`config.mk`:
```
export PLATFORM = sky130hd
export DESIGN_NAME = pe_stream_driver
export DESIGN_NICKNAME = d
export VERILOG_FILES = /design/src/rtl/dsp_sys_arr_pkg.sv /design/src/rtl/pe_operand_buf.sv /design/src/rtl/pe_stream_driver.sv
export SDC_FILE = /design/constraint.sdc
export NUM_CORES = 1
export LEC_CHECK = 0
export ABC_AREA = 1
export BUFFER_PORTS_ARGS = -buffer_cell sky130_fd_sc_hd__buf_2
export CAP_MARGIN = 20
export CORE_MARGIN = 1
export CORE_UTILIZATION = 45
export DETAILED_ROUTE_END_ITERATION = 8
export PLACE_DENSITY = 0.68
export SLEW_MARGIN = 20
export SYNTH_ARGS = -nofsm -noshare
export SYNTH_HDL_FRONTEND = slang
export SYNTH_SLANG_ARGS = --single-unit
```
`constraint.sdc`:
```
create_clock -name clk -period 5.6 [get_ports clk]
set_input_delay 0.56 -clock clk [delete_from_list [all_inputs] [get_ports clk]]
set_output_delay 0.56 -clock clk [all_outputs]
set_load 0.01 [all_outputs]
```
`src/rtl/dsp_sys_arr_pkg.sv`:
```
// rtl/dsp_sys_arr_pkg.sv - shared types and defaults for the PE stream driver
//
// Purpose : operand/error types, driver defaults, driver FSM state encoding
//           and a pointer-width helper used by pe_stream_driver and
//           pe_operand_buf.
// Contents: single_float, error, operand_pair, pe_drv_state,
//           PE_DRV_DEPTH, PE_DRV_TIMEOUT, ptr_w().

package dsp_sys_arr_pkg;

   localparam int PE_DRV_DEPTH   = 8;
   localparam int PE_DRV_TIMEOUT = 1024;

   typedef logic [31:0] single_float;
   typedef logic [3:0]  error;

   // One buffered entry: row operand in the upper half, column in the lower.
   typedef struct packed {
      single_float row;
      single_float col;
   } operand_pair;

   typedef enum logic [1:0] {
      LOAD   = 2'd0,
      STREAM = 2'd1,
      WAIT   = 2'd2,
      RESULT = 2'd3
   } pe_drv_state;

   // Counters must hold the value DEPTH itself (a full buffer), not just
   // the highest index, hence depth+1.
   function automatic int ptr_w(input int depth);
      return $clog2(depth + 1);
   endfunction

endpackage

```
`src/rtl/pe_operand_buf.sv`:
```
// rtl/pe_operand_buf.sv - DEPTH x 64-bit operand register file, 1W/2R
//
// Purpose : holds the row/column operand pairs of one dot-product vector.
//           The two read ports are combinational so each stream's data
//           follows its own read pointer and stays stable while the
//           pointer does.
// Ports   : i_clk              clock
//           i_we, i_waddr      write enable / index
//           i_wdata            operand pair to store
//           i_raddr_a/o_rdata_a  read port A (row stream)
//           i_raddr_b/o_rdata_b  read port B (column stream)

module pe_operand_buf
   import dsp_sys_arr_pkg::*;
#(
   parameter int DEPTH = PE_DRV_DEPTH,
   localparam int AW   = (DEPTH > 1) ? $clog2(DEPTH) : 1
) (
   input  logic          i_clk,
   input  logic          i_we,
   input  logic [AW-1:0] i_waddr,
   input  operand_pair   i_wdata,
   input  logic [AW-1:0] i_raddr_a,
   output operand_pair   o_rdata_a,
   input  logic [AW-1:0] i_raddr_b,
   output operand_pair   o_rdata_b
);

   operand_pair r_mem [DEPTH];

   // Contents are don't-care after reset, so the array carries no reset.
   always_ff @(posedge i_clk) begin
      if (i_we) begin
         r_mem[i_waddr] <= i_wdata;
      end
   end

   // Only a non-power-of-two depth can present an address past the end.
   if ((2 ** AW) == DEPTH) begin : g_full_decode
      assign o_rdata_a = r_mem[i_raddr_a];
      assign o_rdata_b = r_mem[i_raddr_b];
   end else begin : g_guarded_decode
      assign o_rdata_a = (i_raddr_a < AW'(DEPTH)) ? r_mem[i_raddr_a] : '0;
      assign o_rdata_b = (i_raddr_b < AW'(DEPTH)) ? r_mem[i_raddr_b] : '0;
   end

endmodule

```
`src/rtl/pe_stream_driver.sv`:
```
// rtl/pe_stream_driver.sv - buffers operand pairs and streams them into a PE
//
// Purpose : LOAD collects up to DEPTH row/column operand pairs, STREAM feeds
//           them to the PE on two independently handshaked streams, WAIT
//           holds until the PE reports comp_done, RESULT presents the
//           captured accumulator until it is accepted.
// Config  : PE_STREAM_DRIVER_TIMEOUT_EN - when defined, WAIT gives up after
//           TIMEOUT cycles and returns an error result flagged on
//           res_timeout.
// Ports   : clk, rst                      clock, sync active-high reset
//           ld_*                          load stream (valid/ready/last)
//           row_in_*, col_in_*            operand streams to the PE
//           row_out_*, col_out_*          PE forwarded streams (drained)
//           comp_done, error_bit,
//           accum_sum, user               PE completion status
//           res_*                         result stream
//           busy                          high outside LOAD

module pe_stream_driver
   import dsp_sys_arr_pkg::*;
#(
   parameter int DEPTH   = PE_DRV_DEPTH,
   parameter int TIMEOUT = PE_DRV_TIMEOUT
) (
   input  logic        clk,
   input  logic        rst,
   // load side
   input  logic        ld_valid,
   output logic        ld_ready,
   input  single_float ld_row_dat,
   input  single_float ld_col_dat,
   input  logic        ld_last,
   // operand streams to the PE
   output single_float row_in_dat,
   output single_float col_in_dat,
   output logic        row_in_valid,
   output logic        col_in_valid,
   input  logic        row_in_ready,
   input  logic        col_in_ready,
   // forwarded streams from the PE
   input  single_float row_out_dat,
   input  single_float col_out_dat,
   input  logic        row_out_valid,
   input  logic        col_out_valid,
   output logic        row_out_ready,
   output logic        col_out_ready,
   // PE completion
   input  logic        comp_done,
   input  logic        error_bit,
   input  single_float accum_sum,
   input  error        user,
   // result stream
   output logic        res_valid,
   input  logic        res_ready,
   output single_float res_dat,
   output logic        res_err,
   output error        res_user,
`ifdef PE_STREAM_DRIVER_TIMEOUT_EN
   output logic        res_timeout,
`endif
   output logic        busy
);

   localparam int AW = (DEPTH > 1) ? $clog2(DEPTH) : 1;
   localparam int CW = ptr_w(DEPTH);

   pe_drv_state   r_state;
   logic [CW-1:0] r_cnt;
   logic [CW-1:0] r_rptr;
   logic [CW-1:0] r_cptr;
   single_float   r_res_dat;
   logic          r_res_err;
   error          r_res_user;

`ifdef PE_STREAM_DRIVER_TIMEOUT_EN
   localparam int TW = ptr_w(TIMEOUT);
   logic [TW-1:0] r_tmr;
   logic          r_res_timeout;
`else
   logic          w_unused_cfg;
   assign w_unused_cfg = (TIMEOUT > 0);
`endif

   logic        w_ld_fire;
   logic        w_row_fire;
   logic        w_col_fire;
   logic        w_streamed;
   logic        w_take;
   operand_pair w_wdata;
   operand_pair w_row_pair;
   operand_pair w_col_pair;
   logic        w_unused_pe;

   // The PE's forwarded operands are only drained, never used.
   assign w_unused_pe = ^{row_out_dat, col_out_dat, row_out_valid, col_out_valid,
                          w_row_pair.col, w_col_pair.row};

   // Handshake outputs are decoded from the registered state and masked by
   // rst so a reset cycle can never complete a transfer on either side.
   assign ld_ready      = !rst && (r_state == LOAD);
   assign row_in_valid  = !rst && (r_state == STREAM) && (r_rptr < r_cnt);
   assign col_in_valid  = !rst && (r_state == STREAM) && (r_cptr < r_cnt);
   assign row_out_ready = !rst && ((r_state == STREAM) || (r_state == WAIT));
   assign col_out_ready = row_out_ready;
   assign res_valid     = !rst && (r_state == RESULT);
   assign busy          = !rst && (r_state != LOAD);

   assign res_dat  = r_res_dat;
   assign res_err  = r_res_err;
   assign res_user = r_res_user;
`ifdef PE_STREAM_DRIVER_TIMEOUT_EN
   assign res_timeout = r_res_timeout;
`endif

   assign w_ld_fire  = ld_valid && ld_ready;
   assign w_row_fire = row_in_valid && row_in_ready;
   assign w_col_fire = col_in_valid && col_in_ready;
   assign w_streamed = (r_rptr == r_cnt) && (r_cptr == r_cnt);

   // comp_done counts only once every operand has left on both streams;
   // earlier pulses belong to nothing we launched and are ignored.
   assign w_take = comp_done &&
                   ((r_state == WAIT) || ((r_state == STREAM) && w_streamed));

   assign w_wdata.row = ld_row_dat;
   assign w_wdata.col = ld_col_dat;

   pe_operand_buf #(
      .DEPTH (DEPTH)
   ) u_buf (
      .i_clk     (clk),
      .i_we      (w_ld_fire),
      .i_waddr   (r_cnt[AW-1:0]),
      .i_wdata   (w_wdata),
      .i_raddr_a (r_rptr[AW-1:0]),
      .o_rdata_a (w_row_pair),
      .i_raddr_b (r_cptr[AW-1:0]),
      .o_rdata_b (w_col_pair)
   );

   assign row_in_dat = w_row_pair.row;
   assign col_in_dat = w_col_pair.col;

   always_ff @(posedge clk) begin
      if (rst) begin
         r_state    <= LOAD;
         r_cnt      <= '0;
         r_rptr     <= '0;
         r_cptr     <= '0;
         r_res_dat  <= '0;
         r_res_err  <= 1'b0;
         r_res_user <= '0;
`ifdef PE_STREAM_DRIVER_TIMEOUT_EN
         r_tmr         <= '0;
         r_res_timeout <= 1'b0;
`endif
      end else begin
         if (w_take) begin
            r_res_dat  <= accum_sum;
            r_res_err  <= error_bit;
            r_res_user <= user;
`ifdef PE_STREAM_DRIVER_TIMEOUT_EN
            r_res_timeout <= 1'b0;
`endif
         end

         case (r_state)
            LOAD: begin
               if (w_ld_fire) begin
                  r_cnt <= r_cnt + 1'b1;
                  // Last beat either by marker or because it fills the buffer.
                  if (ld_last || (r_cnt == CW'(DEPTH - 1))) begin
                     r_state <= STREAM;
                  end
               end
            end

            STREAM: begin
               if (w_row_fire) begin
                  r_rptr <= r_rptr + 1'b1;
               end
               if (w_col_fire) begin
                  r_cptr <= r_cptr + 1'b1;
               end
               if (w_streamed) begin
                  if (comp_done) begin
                     r_state <= RESULT;
                  end else begin
                     r_state <= WAIT;
`ifdef PE_STREAM_DRIVER_TIMEOUT_EN
                     r_tmr   <= '0;
`endif
                  end
               end
            end

            WAIT: begin
               if (comp_done) begin
                  r_state <= RESULT;
               end
`ifdef PE_STREAM_DRIVER_TIMEOUT_EN
               else if (r_tmr == TW'(TIMEOUT)) begin
                  r_state       <= RESULT;
                  r_res_dat     <= '0;
                  r_res_err     <= 1'b1;
                  r_res_user    <= '0;
                  r_res_timeout <= 1'b1;
               end else begin
                  r_tmr <= r_tmr + 1'b1;
               end
`endif
            end

            RESULT: begin
               if (res_ready) begin
                  r_cnt   <= '0;
                  r_rptr  <= '0;
                  r_cptr  <= '0;
                  r_state <= LOAD;
               end
            end

            default: begin
               r_state <= LOAD;
            end
         endcase
      end
   end

endmodule
```
======== After elaboration in Yosys (flattened, before gate mapping) ========
Memory sizes are Yosys's and may differ from the RTL's. A register that Yosys moved wholly into a read port is not among the register bits.
Cells that the tools add are included.
word-level totals
  register bits after elaboration ......... 51
  bits in writable memories ............... 512
  logic and storage cells ................. 71
  memories kept ........................... 1
memory list
  memory       words  bits a word  read ports  clocked after Yosys merged registers in  wr ports  RTL line              RTL
  u_buf.r_mem  8      64           2           2                                        1         pe_operand_buf.sv:29  operand_pair r_mem [DEPTH];
cells by class
  add/subtract/negate cells ............... 3
  magnitude comparators ................... 2
  eq/ne operators ......................... 13
  mux-type cells .......................... 20
  reduce and logical (&&, ||, !) cells .... 25
operators with widths
  kind                 count
  $pmux 4 s2           3
  $mux 4               4
  $logic_and 1x1->1    13
  $add 4x1->4 const B  3
  $mux 3               4
  $mux 2               5
  $ne 2x2->1 const B   5
  $reduce_and 3->1     3
  $eq 4x4->1           2
  $lt 4x4->1           2
  $pmux 2 s4           1
  $reduce_bool 2->1    3
  $reduce_and 5->1     1
  $eq 2x2->1 const B   2
  $eq 4x3->1 const B   1
  $ne 2x1->1 const B   2
  $logic_or 1x1->1     3
  $mux 1               3
  $eq 2x1->1 const B   1
  $logic_not 2->1      1
  $logic_not 1->1      1

======== Depth between registers and ports, before layout ========
  depth in word-level cells ............... 8
  depth in mapped cells ................... 12
  mapped depth without buffers ............ 12

======== Hierarchy ========
A second synthesis with hierarchy kept.
unflattened totals
  cells, all modules ...................... 3,760
  area, all modules ....................... 30,473.0 µm²
by module, submodules not included
  module            times used  cells an instance  area an instance (µm²)
  pe_operand_buf    1           3,419              27,510.1
  pe_stream_driver  1           341                2,962.8

======== Least setup slack after synthesis ========
Ideal clock, no wire load.
  kind .................................... in2reg
  from .................................... in rst
  to ...................................... mem u_buf.r_mem[0][0] in the netlist's numbering, enable pin
  data arrival time ....................... 3.713 ns
  required time ........................... 5.114 ns
  slack ................................... 1.400 ns
  cell stages on the path ................. 6
  cells stage by stage .................... buf_6 > inv_4 > nand3_1 > inv_1 > nand2_1 > nor2_1
on the way
  cells in the longest elaborated chain, start to end .. 5
RTL lines
  element                       RTL line                 RTL
  start: declaration            pe_stream_driver.sv:26   input logic rst,
  $logic_not 1->1               pe_stream_driver.sv:100  assign ld_ready = !rst && (r_state == LOAD);
  $logic_and 1x1->1             pe_stream_driver.sv:100
  $logic_and 1x1->1             pe_stream_driver.sv:115  assign w_ld_fire = ld_valid && ld_ready;
  $mux 1                        pe_operand_buf.sv:33     if (i_we) begin
  $mux 1 (implied by the code)  pe_operand_buf.sv:34     r_mem[i_waddr] <= i_wdata;
  end: declaration              pe_operand_buf.sv:29
No other way between the ends.

==> summary.txt <==
Clocking
  • CTS hold repair buffers: 0
  • Clock latency at the later pin of the worst-skew pair: 0.61 ns
  • Total CTS buffers: 57
  • # H-tree levels: 2
  • Post-CTS setup buffers: 0
  • Clock Root Buffer: clkbuf_16
  • CTS clk-pin slew, worst paths: 0.06 ns
  • CTS max path bufs: 3
  • CTS tree: done
  • Clock net sink count: about 570
  • Post-cts sizing count: 0

Floorplan
  • Die area: 0.0510 mm²
  • Top Ports: 283
  • Die X: 226 µm
  • Starting density of the core: between 40% and 50%
  • Die height: 226 µm
  • Core region area: 0.0492 mm²
  • # rows: 81

Route
  • Iteration count of the initial detailed-routing pass: 5
  • Routed vias/inst: 5.38
  • Routed WL: between 50000 and 60000 µm
  • Routed WL per cell: approximately 19 µm
  • Post-route ant nets: 0
  • Via count: 14600
  • Starting DRT DRC Count: 1166
  • DRC errors left: 0

Yosys
  • Leading area contributor after synthesis: edfxtp_1
  • Top cells by count, synth: edfxtp_1, nor2_1, nand2_1
  • Net Count, Synth: approximately 2000
  • FF+latch count, synth: roughly 570
  • Mapped Area: 0.0226 mm²
  • Synth warnings: 0
  • Most frequent cell after synthesis: edfxtp_1
  • Post-synth top flop: edfxtp_1
  • Synth area leaders: edfxtp_1, nor2_1, dfxtp_1, o32ai_1, nand2_1
  • Count of different cell masters after synthesis: 28
  • Cells after Synth: between 1500 and 2000
  • EDFF count, synth: 512
  • Register area share after synthesis: 73.2%
  • Async SR Flop Fraction: 0%
  • Avg Synthesized Cell Area: roughly 12 µm²
  • Share of the synthesized area in the top cell type: 68.1%

Run
  • Max-Cap Viols: 0

Placement
  • GP Congestion: ~0.78
  • Post-Place Cell Area: 0.0241 mm²
  • Port Buffer Count: 216
  • Final HPWL DP: around 27000 µm

Timing
  • Final Hold Violating Endpoints: 0
  • Worst slew pin tran: roughly 1.1 ns
  • Final Hold Slack: 0.196 ns
  • Slew HR: 25.2%
  • Clock Skews: 0.0109 ns
  • Fin crit share: 70.3%
  • Fmax: 254 MHz
  • Max-slew violation count: 0
  • Final setup vio count: 0
  • Minimum clock period: 3.94 ns
  • RSZ-0062 raised after global routing: false
  • Setup TNS: 0 ns

Finish
  • Synthesis-to-finish area growth: 14.9%
  • Share of cells above drive strength 1: 16.9%
  • Nets@finish: roughly 2200
  • Fillers: 4096
  • Post-route cell area: 0.0259 mm²
  • Footprint of the multi-input gates: 0.00530 mm²
  • Register area: between 0.015 and 0.02 mm²
  • Final Util: 52.7%

Run status
  • Status: finished clean

Worst setup path
  • Setup CP Type: register to output port
  • FF-to-FF path depth: 8
  • Largest fanout on the critical path: 56
  • Worst Path Required: 5.04 ns
  • R2R Path Start: r_state[0]
  • FF-to-FF End: u_buf.r_mem[3][47]
  • Worst Setup Start Kind: register
  • CP Capture Type: output port
  • Reg2reg setup slack: 2.67 ns
  • Critical Path AT: 3.38 ns

Power and ir drop
  • Worst VDD drop: 0.277 mV
  • Leak pwr: 9.16 nW
  • Power Dens Cells: 444 mW/mm²

Global route
  • GRT overflow: 0
  • First-pass GRT wire length: 76500 µm
  • Pin count of the biggest net entering global routing: 95
  • Number of global-route vias before repair: 14000
  • Total global-route track usage: a little under 20%
  • Initial antenna violation count: 17

Worst hold path
  • Hold Crit Endpoint: res_err
  • Worst hold stages: 3
  • HP Start: error_bit
  • Worst hold path class: input port to register
-- cell families after synthesis --
kind of cell	Yosys count	synth area share, %
flops	569	73.2
xor+xnor	3	0.116
fa+ha+maj	16	0.887
buf+inv	154	3.58
simple gates	761	13.2
compound gates	312	9.05
-- cell usage in the layout, fill, tap and decap left out, types with 21 or more instances in the layout --
cell	instances
dfxtp_1	53
nand3_1	54
inv_1	29
edfxtp_1	512
o21ai_0	131
buf_4	21
a21oi_1	52
nand2_1	277
o32ai_1	128
clkbuf_16	59
buf_2	216
nor2_1	409
-- cell type report --
type / instances / area share, %
antenna: 11 / 0.106
clock buffer: 72 / 5.88
clock inverter: 35 / 1.08
inverter: 36 / 0.540
multi-input combinational: 1092 / 20.4
sequential: 569 / 63.8
tap: 664 / 3.20
timing repair buffer: 241 / 4.99
-- power breakdown --
part / switching [mW] / internal, mW / leakage, nW
Sequential: 0.280 / 4.80 / 5.09
Combinational: 1.77 / 1.00 / 3.20
Clock: 1.56 / 2.11 / 0.870
-- critical path, cell delays in order (launching register included) --
cell and delay, ns:
dfxtp_4 0.72, clkinv_2 0.76, buf_4 0.58, nor2_1 0.19, o32ai_1 0.11, nand2_1 0.10
nand2_1 0.12, buf_2 0.17
-- state kept, by name, summed over array words and instances (netlist names), named ones only --
register     cells
r_cnt            4
r_rptr           4
r_cptr           4
res_dat         32
r_state          2
u_buf.r_mem    512
res_err          1
res_user         4
-- how the worst max path moves through the flow --
stage              from                 end  slack [ns]  depth (start not counted)
2_1_floorplan       rst   u_buf.r_mem[0][0]        1.40                          6
3_3_place_gp        rst  u_buf.r_mem[3][49]        2.33                          9
3_5_place_dp        rst  u_buf.r_mem[3][49]        2.30                          9
4_1_cts        register      row_in_dat[16]        1.63                          7
5_1_grt        register      row_in_dat[28]        1.46                          7
6_report       register      row_in_dat[16]        1.66                          7
-- through the flow --
step / setup WS, ns / power, mW / std cells
after floorplan: 1.40 / 7.08 / 1815
after global placement: 2.33 / 7.87 / 2601
after detailed placement: 2.30 / 7.95 / 2601
after CTS: 1.63 / 11.6 / 2708
after global routing: 1.46 / 12.1 / 2715
final: 1.66 / 11.5 / 2720
-- per-layer routing --
metal	up-vias	global-route usage [%]	routed length, µm	part of all wire (%)
met3	81	4.80	3250	6.4
li1	6901	-	-	-
met4	14	7.59	1060	2.1
met1	7259	24.7	21200	42
met2	375	32.7	25000	49
met5	-	0	105	0.21
(Power assumes the default switching activity.)
